===== src/rtl/adc_audio_pkg.sv =====
// Shared constants, the stage-1 sample record and the output saturation helper
// for the ADC audio conditioner.
package adc_audio_pkg;
  localparam int ADC_MIDSCALE = 2048;
  localparam int ADC_W        = 12;
  localparam int AUDIO_W      = 8;
  localparam int AUDIO_CH     = 1;
  localparam int Y_W          = 14;
  localparam int SCALE_W      = 21;
  localparam int OUT_SHIFT    = 6;

  typedef struct packed {
    logic                  vld;
    logic signed [Y_W-1:0] y;
  } s1_t;

  // Take bits [13:6] of the scaled sample, clamping instead of wrapping.
  function automatic logic signed [AUDIO_W-1:0] sat_audio(input logic signed [SCALE_W-1:0] s);
    logic signed [SCALE_W-1:0] t;
    t = s >>> OUT_SHIFT;
    if (t > 21'sd127)       return 8'sh7F;
    else if (t < -21'sd128) return 8'sh80;
    else                    return t[AUDIO_W-1:0];
  endfunction
endpackage


===== src/rtl/dc_blocker.sv =====
// Stage 1: offset-binary to signed conversion and first-order IIR DC removal.
// The DC tracker only moves on accepted samples, so it holds while disabled.
module dc_blocker import adc_audio_pkg::*; #(
  parameter int DC_SHIFT = 10
) (
  input  logic             clk,
  input  logic             rst_n,
  input  logic             accept_i,
  input  logic [ADC_W-1:0] data_i,
  output s1_t              s1_o
);
  localparam int ACC_W = 13 + DC_SHIFT;

  logic signed [ACC_W-1:0] dc_acc_q, dc_acc_d;
  logic signed [12:0]      x, dc;
  logic signed [Y_W-1:0]   y_d, y_q;
  logic                    vld_q;

  always_comb begin
    x        = $signed({1'b0, data_i}) - $signed(13'(ADC_MIDSCALE));
    dc       = dc_acc_q[ACC_W-1:DC_SHIFT];
    y_d      = $signed({x[12], x}) - $signed({dc[12], dc});
    dc_acc_d = dc_acc_q + ACC_W'(y_d);
  end

  always_ff @(posedge clk or negedge rst_n) begin
    if (!rst_n) begin
      dc_acc_q <= '0;
      y_q      <= '0;
      vld_q    <= 1'b0;
    end else begin
      vld_q <= accept_i;
      if (accept_i) begin
        dc_acc_q <= dc_acc_d;
        y_q      <= y_d;
      end
    end
  end

  assign s1_o = '{vld: vld_q, y: y_q};
endmodule


===== src/rtl/adc_audio_conditioner.sv =====
// ADC response stream to signed 8-bit audio: DC block, block-average decimation,
// shift gain with saturation and a stb/ack output. Optional VOX: ADC_AUDIO_VOX_EN.
module adc_audio_conditioner import adc_audio_pkg::*; #(
  parameter int AUDIO_CHANNEL = AUDIO_CH,
  parameter int DC_SHIFT      = 10,
  parameter int DECIM_LOG2    = 2
`ifdef ADC_AUDIO_VOX_EN
  , parameter int VOX_THRESH  = 16
  , parameter int VOX_HANG    = 4800
`endif
) (
  input  logic               clk,
  input  logic               rst_n,
  input  logic               enable,
  input  logic [2:0]         gain,
  input  logic               response_valid,
  input  logic [4:0]         response_channel,
  input  logic [ADC_W-1:0]   response_data,
  output logic [AUDIO_W-1:0] audio_out,
  output logic               audio_out_stb,
  input  logic               audio_out_ack,
  output logic [15:0]        overrun_count
`ifdef ADC_AUDIO_VOX_EN
  , output logic             vox
`endif
);
  localparam int ACC_W = Y_W + DECIM_LOG2;

  logic accept;
  s1_t  s1;

  assign accept = response_valid && (response_channel == 5'(AUDIO_CHANNEL)) && enable;

  dc_blocker #(.DC_SHIFT(DC_SHIFT)) u_dc (
    .clk      (clk),
    .rst_n    (rst_n),
    .accept_i (accept),
    .data_i   (response_data),
    .s1_o     (s1)
  );

  // Stage 2: block average; the final sample is folded in combinationally
  logic signed [ACC_W-1:0]   acc_q, sum_d;
  logic [DECIM_LOG2-1:0]     cnt_q;
  logic signed [Y_W-1:0]     avg_q;
  logic                      rdy_q;

  assign sum_d = acc_q + ACC_W'(s1.y);

  always_ff @(posedge clk or negedge rst_n) begin
    if (!rst_n) begin
      acc_q <= '0;
      cnt_q <= '0;
      avg_q <= '0;
      rdy_q <= 1'b0;
    end else if (!enable) begin
      acc_q <= '0;
      cnt_q <= '0;
      rdy_q <= 1'b0;
    end else if (s1.vld) begin
      cnt_q <= cnt_q + 1'b1;
      if (cnt_q == '1) begin
        avg_q <= sum_d[ACC_W-1:DECIM_LOG2];
        acc_q <= '0;
        rdy_q <= 1'b1;
      end else begin
        acc_q <= sum_d;
        rdy_q <= 1'b0;
      end
    end else begin
      rdy_q <= 1'b0;
    end
  end

  // Stage 3: gain, saturation and the output handshake
  logic signed [SCALE_W-1:0] s_d;
  logic signed [AUDIO_W-1:0] audio_d, audio_q;
  logic                      stb_q;
  logic [15:0]               ovr_q;

  always_comb begin
    s_d     = $signed({{(SCALE_W-Y_W){avg_q[Y_W-1]}}, avg_q}) <<< gain;
    audio_d = sat_audio(s_d);
  end

  always_ff @(posedge clk or negedge rst_n) begin
    if (!rst_n) begin
      audio_q <= '0;
      stb_q   <= 1'b0;
      ovr_q   <= '0;
    end else if (rdy_q) begin
      audio_q <= audio_d;
      stb_q   <= 1'b1;
      if (stb_q && !audio_out_ack && (ovr_q != 16'hFFFF))
        ovr_q <= ovr_q + 16'd1;
    end else if (stb_q && audio_out_ack) begin
      stb_q <= 1'b0;
    end
  end

  assign audio_out     = audio_q;
  assign audio_out_stb = stb_q;
  assign overrun_count = ovr_q;

`ifdef ADC_AUDIO_VOX_EN
  // Hang time counts output samples, not clocks
  logic [AUDIO_W-1:0] mag_d;
  logic [15:0]        hang_q;
  logic               vox_q;

  assign mag_d = audio_d[AUDIO_W-1] ? AUDIO_W'(-audio_d) : audio_d;

  always_ff @(posedge clk or negedge rst_n) begin
    if (!rst_n) begin
      hang_q <= '0;
      vox_q  <= 1'b0;
    end else if (rdy_q) begin
      if (int'(mag_d) >= VOX_THRESH) begin
        hang_q <= 16'(VOX_HANG);
        vox_q  <= 1'b1;
      end else if (hang_q != 16'd0) begin
        hang_q <= hang_q - 16'd1;
        if (hang_q == 16'd1) vox_q <= 1'b0;
      end
    end
  end

  assign vox = vox_q;
`endif
endmodule

===== config.mk =====
export PLATFORM = sky130hd
export DESIGN_NAME = adc_audio_conditioner
export DESIGN_NICKNAME = d
export VERILOG_FILES = /design/src/rtl/adc_audio_pkg.sv /design/src/rtl/dc_blocker.sv /design/src/rtl/adc_audio_conditioner.sv
export SDC_FILE = /design/constraint.sdc
export NUM_CORES = 1
export LEC_CHECK = 0
export BUFFER_PORTS_ARGS = -buffer_cell sky130_fd_sc_hd__buf_2
export CAP_MARGIN = 20
export CORE_ASPECT_RATIO = 0.7
export CORE_UTILIZATION = 55
export DETAILED_ROUTE_END_ITERATION = 6
export GPL_TIMING_DRIVEN = 0
export PLACE_DENSITY_LB_ADDON = 0.12
export SETUP_SLACK_MARGIN = 0.5
export SLEW_MARGIN = 20
export SYNTH_ARGS = -nofsm -noshare
export SYNTH_HDL_FRONTEND = slang
export SYNTH_SLANG_ARGS = --single-unit

===== constraint.sdc =====
create_clock -name clk -period 4.5 [get_ports clk]
set_clock_uncertainty 0.1 [all_clocks]
set_input_delay 0 -clock clk [delete_from_list [all_inputs] [get_ports clk]]
set_output_delay 0 -clock clk [all_outputs]
set_load 0.1 [all_outputs]

==> impl_results.md, run 1 <==
- Synthesized area: 6290 um2
- Status: completed
- Seq/Total Area, Yosys: 38.2%
- Slowest CP cell: dfrtp_2
- FF-to-FF path depth: 17
- Worst r2r src: u_dc.dc_acc_q[10]
- HP Class: input pin to register
- Syn_nets: 746
- Slew @ Worst Pin: 622 ps
- Total grt overflow: 0
- HP Start: response_data[1]
- Initial antenna violation count: 0
- R2R setup slack: 490 ps
- Avg Cell Area, Syn: 9.51 um2
- # diodes: 0
- DIE AREA: 11900 um2
- GRT Overall Usage: 25.8%
- Max stage delay on crit path: 450 ps
- Final setup viols: 0
- Fin crit period: 4010 ps
- Initial Util: 56.8%
- Placer Congestion: 0.893
- Chip width: 130 um
- WL per Instance: 16.1 um
- Final ANT Viol Nets: 0
- Pin count of the biggest net entering global routing: 70
- Worst setup path class: register to register
- Yosys reg bits: 96
- Synth Flop Type: dfrtp_1
- Hold WS: 105 ps
- Layout Nets: 841
- Clock Root Buffer: clkbuf_16
- Vias per cell: 5.66
- Distinct cells, synth: 59
- Static Leak: 3.76 nW
- Reg-to-Reg End: u_dc.dc_acc_q[15]
- Cells along the critical path: ha_4, fa_2, nor2b_2, o21ai_2, a21boi_2, o21ai_2, a21oi_4, xor2_1, ha_1, a21o_1, a21o_1, a21oi_2, o31ai_1, a221o_1, a21oi_1, xor2_1, o21ai_1
- Drt drc: 0
- Input/output buffers: 46
- CP top delay family: compound AO/OA/AOI/OAI gates
- CTS tree: built
- # clock sinks: 96
- Multi-input gate area: 3860 um2
- Data required, critical path: 4610 ps
- Worst slew margin: 58.6%
- Die height: 91.5 um
- Tcrit/Tclk final: 89.2%
- Vias in the first global route: 4840
- DR vias: 5182
- Clk slew on worst S/H paths: 70 ps
- Worst Setup Start Kind: register
- Setup TNS: 0 ps
- Slew Limit Fails: 0
- Fillers: 898
- HPWL after DPL: 10.8 mm
- PD cells: 466 nW/um2
- Number of synthesized flops with an enable pin: 0
- Cells after Synth: 662
- CP Data Arrival Time: 4120 ps
- Core region area: 11100 um2
- Area grow syn2layout: 19.2%
- Fmax: 249 MHz
- Total Wirelength: 14.8 mm
- Max-cap viol count: 0
- Yosys warning count: 0
- VDD IR max: 247 uV
- Worst-skew pair later-pin latency: 350 ps
- Worst Hold Depth: 4
- Worst hold endpoint: u_dc.y_q[1]
- Ports: 50
- CTS Buffer Depth: 2
- Crit path max fanout: 3
- Post-synth ARST share: 100%
- CP Capture Type: register
- Initial DRC count: 423
- Final Hold Fails: 0
- CTS Buf Count: 9
- H-Tree Depth: 3
- WP buf/inv: 0
- Global-route wire length before repair: 23.9 mm
- Layout cells sized above 1: 20.5%
- Register Area: 2400 um2
- Initial DRT Pass Iterations: 5
- RSZ-0062 raised after global routing: true
- Cell Rows: 32
how the worst max path moves through the flow:
stage / slack (ps) / start / depth (start not counted) / to
after floorplan: 750 / u_dc.dc_acc_q[10] / 16 / u_dc.dc_acc_q[21]
after global routing: 320 / u_dc.dc_acc_q[10] / 17 / u_dc.dc_acc_q[15]
after CTS: 510 / u_dc.dc_acc_q[10] / 16 / u_dc.dc_acc_q[21]
after detailed placement: -20 / u_dc.dc_acc_q[10] / 16 / u_dc.dc_acc_q[21]
final: 490 / u_dc.dc_acc_q[10] / 17 / u_dc.dc_acc_q[15]
after global placement: 70 / u_dc.dc_acc_q[10] / 16 / u_dc.dc_acc_q[21]
cell usage after synthesis, types with 3 or more instances:
library cell | number | area share [%]
nand2_1 | 108 | 6.4
dfrtp_1 | 96 | 38
ha_1 | 56 | 11
o21ai_0 | 42 | 3.3
a21oi_1 | 40 | 3.2
xnor2_1 | 38 | 5.3
inv_1 | 29 | 1.7
nor2_1 | 28 | 1.7
xor2_1 | 24 | 3.3
a21o_1 | 21 | 2.5
nand3_1 | 16 | 1.3
mux2_2 | 15 | 2.7
clkbuf_1 | 14 | 0.83
a22o_1 | 11 | 1.5
o21ai_1 | 11 | 0.87
nor2b_1 | 9 | 0.89
nand4_1 | 7 | 0.70
mux2i_1 | 6 | 0.95
nor3_1 | 6 | 0.48
o211ai_1 | 6 | 0.72
o21bai_1 | 6 | 0.72
a211oi_1 | 5 | 0.60
mux4_2 | 5 | 1.8
a221o_1 | 4 | 0.64
a31oi_1 | 4 | 0.40
and3_1 | 4 | 0.40
nand2b_1 | 4 | 0.40
a21o_2 | 3 | 0.42
and2_1 | 3 | 0.30
fa_1 | 3 | 0.95
o21a_1 | 3 | 0.36
o31ai_1 | 3 | 0.36
registers in the layout, indices dropped and copies added, names as in the netlist, 2 cells and up:
name	count
acc_q	16
avg_q	14
overrun_count	16
cnt_q	2
audio_out	8
u_dc.y_q	14
u_dc.dc_acc_q	23
cell families after synthesis:
logic type / count (synthesis) / synth area share, %
AND/OR/NAND/NOR: 194 / 13.7
buffers and inverters: 48 / 2.88
flip-flops: 96 / 38.2
AO/OA/AOI/OAI: 177 / 19.1
XOR/XNOR: 62 / 8.63
adder cells (fa/ha/maj): 59 / 12.1
multiplexers: 26 / 5.43
worst register-to-register path, stage by stage (launching register included):
cell and delay (ps):
dfrtp_2 450, ha_4 180, fa_2 350, nor2b_2 150, o21ai_2 90, a21boi_2 210, o21ai_2 110, a21oi_4 210
xor2_1 220, ha_1 280, a21o_1 190, a21o_1 190, a21oi_2 190, o31ai_1 140, a221o_1 320, a21oi_1 210
xor2_1 210, o21ai_1 80
cell type report:
cell class | instances | share of cell area (%)
multi-input cells | 518 | 51.5
flip-flops and latches | 96 | 32.1
repair buffers | 84 | 7.52
clock buffers | 10 | 3.05
well taps | 153 | 2.55
inverters | 32 | 1.60
clock inverters | 6 | 0.901
plain buffers | 16 | 0.817
layout by cell type (no fill, tap or decap), types with 27 or more instances in the layout:
cell	n
nand2_1	107
dfrtp_1	94
ha_1	53
buf_2	46
o21ai_0	38
xnor2_1	36
a21oi_1	35
buf_4	29
inv_1	27
nor2_1	27
repair_timing:
item	CTS	global route
resized for setup	17	21
setup buffers	11	20
pin swaps	14	22
endpoints found under the setup margin	10	10
hold endpoints to repair	100	0
hold buffers	6	0
metal layers:
metal / share of wire, % / routed length [um] / GRT usage [%]
met1: 53 / 7800 / 41.1
met5: 0 / 0 / 0
met4: 0.74 / 109 / 5.04
met2: 42 / 6180 / 35.7
met3: 4.6 / 680 / 5.01
metrics by stage:
stage / worst slack (ps) / cell area (um2) / total power, mW / utilization, % / instances
floorplan: 752 / 6290 / 2.06 / - / 662
global placement: 68.3 / 6720 / 2.30 / 60.6 / 861
detailed placement: -19.2 / 6750 / 2.34 / 60.9 / 862
CTS: 510 / 7250 / 3.23 / 65.3 / 895
global route: 317 / 7500 / 3.69 / 67.6 / 915
finish: 488 / 7500 / 3.49 / 67.6 / 915
power by group:
group	internal (mW)	switching, mW	total (mW)
clock	0.433	0.346	0.779
sequential	0.944	0.0705	1.01
combinational	0.783	0.918	1.70
No activity file was read; power rests on OpenSTA's default activity.
==> inputs of run 2 (changes only) <==
==> constraint.sdc (replaced) <==
create_clock -name clk -period 4.5 [get_ports clk]
set_clock_uncertainty 0.1 [all_clocks]
set_input_delay 1.125 -clock clk [delete_from_list [all_inputs] [get_ports clk]]
set_output_delay 1.125 -clock clk [all_outputs]
set_load 0.1 [all_outputs]
==> impl_results.md, run 2 (synthesized netlist as in run 1, its figures left out) <==
- Status: completed (unchanged)
- Cell Rows: 32 (unchanged)
- Max-cap viol count: 0 (unchanged)
- Layout Nets: 830 (was 841)
- Max stage delay on crit path: 350 ps (was 450 ps)
- DR vias: 5275 (was 5182)
- Worst setup path class: input pin to register (was register to register)
- VDD IR max: 277 uV (was 247 uV)
- DIE AREA: 11900 um2 (unchanged)
- Slowest CP cell: fa_2 (was dfrtp_2)
- Final setup viols: 0 (unchanged)
- Pwr Total: 3.52 mW (was 3.49 mW)
- Final Hold Fails: 0 (unchanged)
- # clock sinks: 96 (unchanged)
- Slew Limit Fails: 0 (unchanged)
- Finished Layout Cells: 904 (was 915)
- CP Data Arrival Time: 4520 ps (was 4120 ps)
- Slew @ Worst Pin: 604 ps (was 622 ps)
- Tcrit/Tclk final: 98.1% (was 89.2%)
- Worst slew margin: 59.7% (was 58.6%)
- Ports: 50 (unchanged)
- Input/output buffers: 46 (unchanged)
- Max reg flops: 23 (unchanged)
- Initial DRT Pass Iterations: 5 (unchanged)
- Drt drc: 0 (unchanged)
- Vias in the first global route: 5105 (was 4840)
- Layout cells sized above 1: 21.7% (was 20.5%)
- Clock Root Buffer: clkbuf_16 (unchanged)
- Pre-CTS WS: -563 ps (was -19.2 ps)
- PD cells: 469 nW/um2 (was 466 nW/um2)
- # diodes: 0 (unchanged)
- Total Wirelength: 15.1 mm (was 14.8 mm)
- Fin crit period: 4410 ps (was 4010 ps)
- CTS tree: built (unchanged)
- Chip width: 130 um (unchanged)
- Final ANT Viol Nets: 0 (unchanged)
- Data required, critical path: 4600 ps (was 4610 ps)
- Initial antenna violation count: 0 (unchanged)
- HPWL after DPL: 10.9 mm (was 10.8 mm)
- Largest Register: u_dc.dc_acc_q (unchanged)
- CTS Buf Count: 9 (unchanged)
- Hold WS: 393 ps (was 105 ps)
- Initial Util: 56.8% (unchanged)
- Static Leak: 3.73 nW (was 3.76 nW)
- WL per Instance: 16.7 um (was 16.1 um)
- RSZ-0062 raised after global routing: true (unchanged)
- Area grow syn2layout: 19.2% (about the same)
- Most frequent cells in the layout: nand2_1, dfrtp_1, ha_1, buf_2, o21ai_0 (unchanged)
- Clk slew on worst S/H paths: 60 ps (was 70 ps)
- CTS Buffer Depth: 2 (unchanged)
- Global-route wire length before repair: 25.2 mm (was 23.9 mm)
- Worst-skew pair later-pin latency: 340 ps (was 350 ps)
- Vias per cell: 5.84 (was 5.66)
- Placer Congestion: 0.925 (was 0.893)
- Commonest non-fill, non-tap cell in the layout: nand2_1 (unchanged)
- Pin count of the biggest net entering global routing: 81 (was 70)
- CP Capture Type: register (unchanged)
- Total grt overflow: 0 (unchanged)
- Initial DRC count: 394 (was 423)
- DP Cell Count: 862 (unchanged)
- Core region area: 11100 um2 (unchanged)
- Fmax: 227 MHz (was 249 MHz)
- Cells along the critical path: buf_8, inv_12, ha_4, fa_2, nor2b_1, o21ai_2, a21boi_2, o21ai_2, a21oi_4, buf_4, xor2_4, ha_4, a21o_1, a21o_1, a21oi_4, o31ai_2, a221o_1, a21oi_2, xor2_1, o21ai_1 (was ha_4, fa_2, nor2b_2, o21ai_2, a21boi_2, o21ai_2, a21oi_4, xor2_1, ha_1, a21o_1, a21o_1, a21oi_2, o31ai_1, a221o_1, a21oi_1, xor2_1, o21ai_1)
- Final Worst Setup Slack: 85.2 ps (was 488 ps)
- GRT Overall Usage: 27.3% (was 25.8%)
- HP Class: register to register (was input pin to register)
- Crit path max fanout: 3 (unchanged)
- Die height: 91.5 um (unchanged)
- Worst Setup Start Kind: input pin (was register)
- H-Tree Depth: 3 (unchanged)
run 2: cell count changes in the layout (fill, tap and decap cells not counted), moves of 3 or more:
cell,change
a21oi_1,-3
buf_4,-4
dlygate4sd3_1,-6
ha_1,-4
xnor2_1,-4
xnor2_2,+4
run 2: worst max-delay path, delay by kind of cell:
family | cells | cell delay (ps)
AO/OA/AOI/OAI | 11 | 1850
XOR/XNOR | 2 | 340
adder cells (fa/ha/maj) | 3 | 740
buffers and inverters | 3 | 300
AND/OR/NAND/NOR | 1 | 150
run 2: timing repair:
action,CTS,global route
endpoints found under the setup margin,12,11
hold buffers,0,0
pin swaps,36,5
cloned,0,0
gates resized for setup,31,13
buffers inserted,22,4
run 2: power breakdown:
group          leakage [nW]  internal (mW)  switching, mW
registers              1.30          0.942         0.0768
logic                  2.30          0.810          0.965
clock network         0.126          0.379          0.342
total                  3.73           2.13           1.38
run 2: per-stage QoR:
| stage | utilization, % | setup TNS (ps) | instance area (um2) |
|---|---|---|---|
| final | 67.7 | 0 | 7500 |
| after global routing | 67.7 | -136 | 7500 |
| after CTS | 66.6 | 0 | 7390 |
| after detailed placement | 61.3 | -3730 | 6800 |
| after global placement | 61.0 | -3440 | 6770 |
| after floorplan | - | 0 | 6340 |
run 2: worst paths after layout:
check                             startpoint                 to  slack (ps)  depth (start not counted)
setup reg to reg           u_dc.dc_acc_q[10]  u_dc.dc_acc_q[15]         470                         18
max in group asynchronous              rst_n       u_dc.y_q[11]        3140                          2
setup / recovery            response_data[0]  u_dc.dc_acc_q[15]          90                         20
min in group asynchronous              rst_n  u_dc.dc_acc_q[18]         510                          1
hold / removal                     acc_q[14]          acc_q[14]         390                          2
hold reg to reg                    acc_q[14]          acc_q[14]         390                          2
run 2: layer usage:
layer | GRT usage (%) | up-vias | share of wire [%] | wire length [um]
met5 | 0 | - | 0 | 0
met4 | 5.81 | 0 | 1.2 | 183
met3 | 4.83 | 15 | 6.6 | 1000
met2 | 39.7 | 194 | 42 | 6430
met1 | 41.9 | 2546 | 50 | 7520
li1 | - | 2520 | - | -
run 2: final cells by class:
class	count	area, um2
plain buffers	16	61.3
clock buffers	11	233
clock inverters	5	41.3
fillers	865	3590
inverters	32	133
multi-input cells	518	3970
flip-flops and latches	96	2400
well taps	153	191
repair buffers	73	473
==> inputs of run 3 (changes only) <==
--- a/config.mk
+++ b/config.mk
@@ -12,7 +12,6 @@
 export DETAILED_ROUTE_END_ITERATION = 6
 export GPL_TIMING_DRIVEN = 0
 export PLACE_DENSITY_LB_ADDON = 0.12
-export SETUP_SLACK_MARGIN = 0.5
 export SLEW_MARGIN = 20
 export SYNTH_ARGS = -nofsm -noshare
 export SYNTH_HDL_FRONTEND = slang
==> impl_results.md, run 3 (synthesized netlist as in run 1, its figures left out) <==
- Worst slew margin: 61.0% (was 59.7%)
- Max reg flops: 23 (unchanged)
- DIE AREA: 11900 um2 (unchanged)
- GRT Overall Usage: 26.1% (was 27.3%)
- Setup TNS: 0 ps (unchanged)
- CTS Buf Count: 9 (unchanged)
- Busiest grt layer: met1 (unchanged)
- Worst hold endpoint: u_dc.y_q[5] (was acc_q[14])
- Worst-skew pair later-pin latency: 340 ps (about the same)
- Cell Rows: 32 (unchanged)
- Register Area: 2400 um2 (unchanged)
- DR vias: 5104 (was 5275)
- R2R setup slack: 430 ps (was 470 ps)
- Most frequent cells in the layout: nand2_1, dfrtp_1, ha_1, buf_2, o21ai_0 (unchanged)
- Chip width: 130 um (unchanged)
- HPWL after DPL: 10.9 mm (about the same)
- Total Wirelength: 14.8 mm (was 15.1 mm)
- Core region area: 11100 um2 (unchanged)
- H-Tree Depth: 3 (unchanged)
- Global-route wire length before repair: 24.2 mm (was 25.2 mm)
- Initial Util: 56.8% (unchanged)
- # clock sinks: 96 (unchanged)
- Final instance area: 7380 um2 (was 7500 um2)
- CP Capture Type: register (unchanged)
- Ports: 50 (unchanged)
- Die height: 91.5 um (unchanged)
- Cells along the critical path: buf_8, inv_4, ha_4, fa_2, nor2b_2, o21ai_2, a21boi_2, o21ai_2, a21oi_4, a31oi_1, xnor2_1, ha_1, nand3_2, or4_4, a221oi_4, a31oi_1, xor2_1, o21ai_1 (was buf_8, inv_12, ha_4, fa_2, nor2b_1, o21ai_2, a21boi_2, o21ai_2, a21oi_4, buf_4, xor2_4, ha_4, a21o_1, a21o_1, a21oi_4, o31ai_2, a221o_1, a21oi_2, xor2_1, o21ai_1)
- Pre-CTS WS: -778 ps (was -563 ps)
- Initial antenna violation count: 0 (unchanged)
- PD cells: 465 nW/um2 (was 469 nW/um2)
- HP Class: register to register (unchanged)
- Final Util: 66.6% (was 67.7%)
- Worst setup path class: input pin to register (unchanged)
- Vias per cell: 5.66 (was 5.84)
- Vias in the first global route: 4894 (was 5105)
- Status: completed (unchanged)
- Pwr Total: 3.43 mW (was 3.52 mW)
- RSZ-0062 raised after global routing: true (unchanged)
- CTS Buffer Depth: 2 (unchanged)
- Multi-input gate area: 3840 um2 (was 3970 um2)
- Data required, critical path: 4610 ps (was 4600 ps)
- Pin count of the biggest net entering global routing: 68 (was 81)
- Slowest CP cell: or4_4 (was fa_2)
- Worst r2r src: u_dc.dc_acc_q[10] (unchanged)
- Placed inst area: 6750 um2 (was 6800 um2)
- Max-cap viol count: 0 (unchanged)
- Reg-to-Reg End: u_dc.dc_acc_q[19] (was u_dc.dc_acc_q[15])
- Crit path max fanout: 3 (unchanged)
- Fin crit period: 4450 ps (was 4410 ps)
- Layout cells sized above 1: 19.8% (was 21.7%)
- Layout Nets: 828 (was 830)
- Initial DRC count: 331 (was 394)
- WL per Instance: 16.4 um (was 16.7 um)
- DP Cell Count: 862 (unchanged)
- # diodes: 0 (unchanged)
- Commonest non-fill, non-tap cell in the layout: nand2_1 (unchanged)
- Worst Hold Depth: 2 (unchanged)
- Placer Congestion: 0.891 (was 0.925)
- Hold WS: 391 ps (was 393 ps)
- Clk slew on worst S/H paths: 70 ps (was 60 ps)
- Clock Root Buffer: clkbuf_16 (unchanged)
- Static Leak: 3.70 nW (was 3.73 nW)
- Worst Setup Start Kind: input pin (unchanged)
- Initial DRT Pass Iterations: 4 (was 5)
- Met2 usage: 35.8% (was 39.7%)
- Largest Register: u_dc.dc_acc_q (unchanged)
- Fillers: 917 (was 865)
- FF-to-FF path depth: 16 (was 18)
- Area grow syn2layout: 17.3% (was 19.2%)
- Input/output buffers: 46 (unchanged)
- Slew Limit Fails: 0 (unchanged)
- Tcrit/Tclk final: 98.8% (was 98.1%)
- Slew @ Worst Pin: 585 ps (was 604 ps)
- Finished Layout Cells: 902 (was 904)
- GR Util met1: 42.2% (was 41.9%)
- Max stage delay on crit path: 510 ps (was 350 ps)
- HP Start: u_dc.y_q[5] (was acc_q[14])
- Total grt overflow: 0 (unchanged)
- Final setup viols: 0 (unchanged)
- Drt drc: 0 (unchanged)
- Final Hold Fails: 0 (unchanged)
- Final Worst Setup Slack: 54.7 ps (was 85.2 ps)
- Routing usage on met3: 4.30% (was 4.83%)
- CTS tree: built (unchanged)
- Fmax: 225 MHz (was 227 MHz)
- VDD IR max: 237 uV (was 277 uV)
- CP Data Arrival Time: 4550 ps (was 4520 ps)
- Final ANT Viol Nets: 0 (unchanged)
[run 3: cell count changes in the layout (fill, tap and decap cells not counted), sizes merged]
cell,before,now
clkbuf,25,24
clkinvlp,2,1
buf,75,72
clkinv,4,6
bufinv,0,1
[run 3: area by class of cell]
type                    count  area share, %
clock buffers              10           3.24
repair inverters            1         0.0678
multi-input cells         518           52.1
flip-flops and latches     96           32.5
repair buffers             70           6.10
inverters                  32           1.66
well taps                 153           2.59
clock inverters             6          0.898
plain buffers              16          0.831
[run 3: how the worst max path moves through the flow]
| stage | slack, ps | from | cells after the start | endpoint |
|---|---|---|---|---|
| 6_report | 50 | response_data[0] | 18 | u_dc.dc_acc_q[19] |
| 5_1_grt | -100 | response_data[0] | 18 | u_dc.dc_acc_q[19] |
| 4_1_cts | 30 | response_data[0] | 18 | u_dc.dc_acc_q[21] |
| 3_5_place_dp | -780 | response_data[0] | 18 | u_dc.dc_acc_q[21] |
| 3_3_place_gp | -720 | response_data[0] | 18 | u_dc.dc_acc_q[21] |
| 2_1_floorplan | 10 | response_data[0] | 17 | u_dc.dc_acc_q[21] |
[run 3: metal layers]
layer	part of all wire [%]	up-vias
met4	0.77	0
met2	41	102
met1	54	2471
met5	0	-
li1	-	2518
met3	4.1	13
[run 3: critical path: cells and delay by family]
kind                       cells  cell delay [ps]
AOI/OAI and AO/OA              8             1320
adders and majority gates      3              900
and+or+nand+nor                3              740
xor gates and xnor gates       2              360
buffers and inverters          2              100
[run 3: report_power, final]
| group | total [mW] | switching (mW) | internal (mW) | leakage, nW |
|---|---|---|---|---|
| clock | 0.793 | 0.344 | 0.449 | 0.153 |
| combinational | 1.62 | 0.908 | 0.715 | 2.25 |
| sequential | 1.01 | 0.0707 | 0.942 | 1.30 |
[run 3: repair_timing]
action,in CTS,in global routing
hold buffers,0,0
gates cloned,0,1
gates resized for setup,13,20
pin swaps,10,24
endpoints found under the setup margin,9,9
setup buffers,5,18
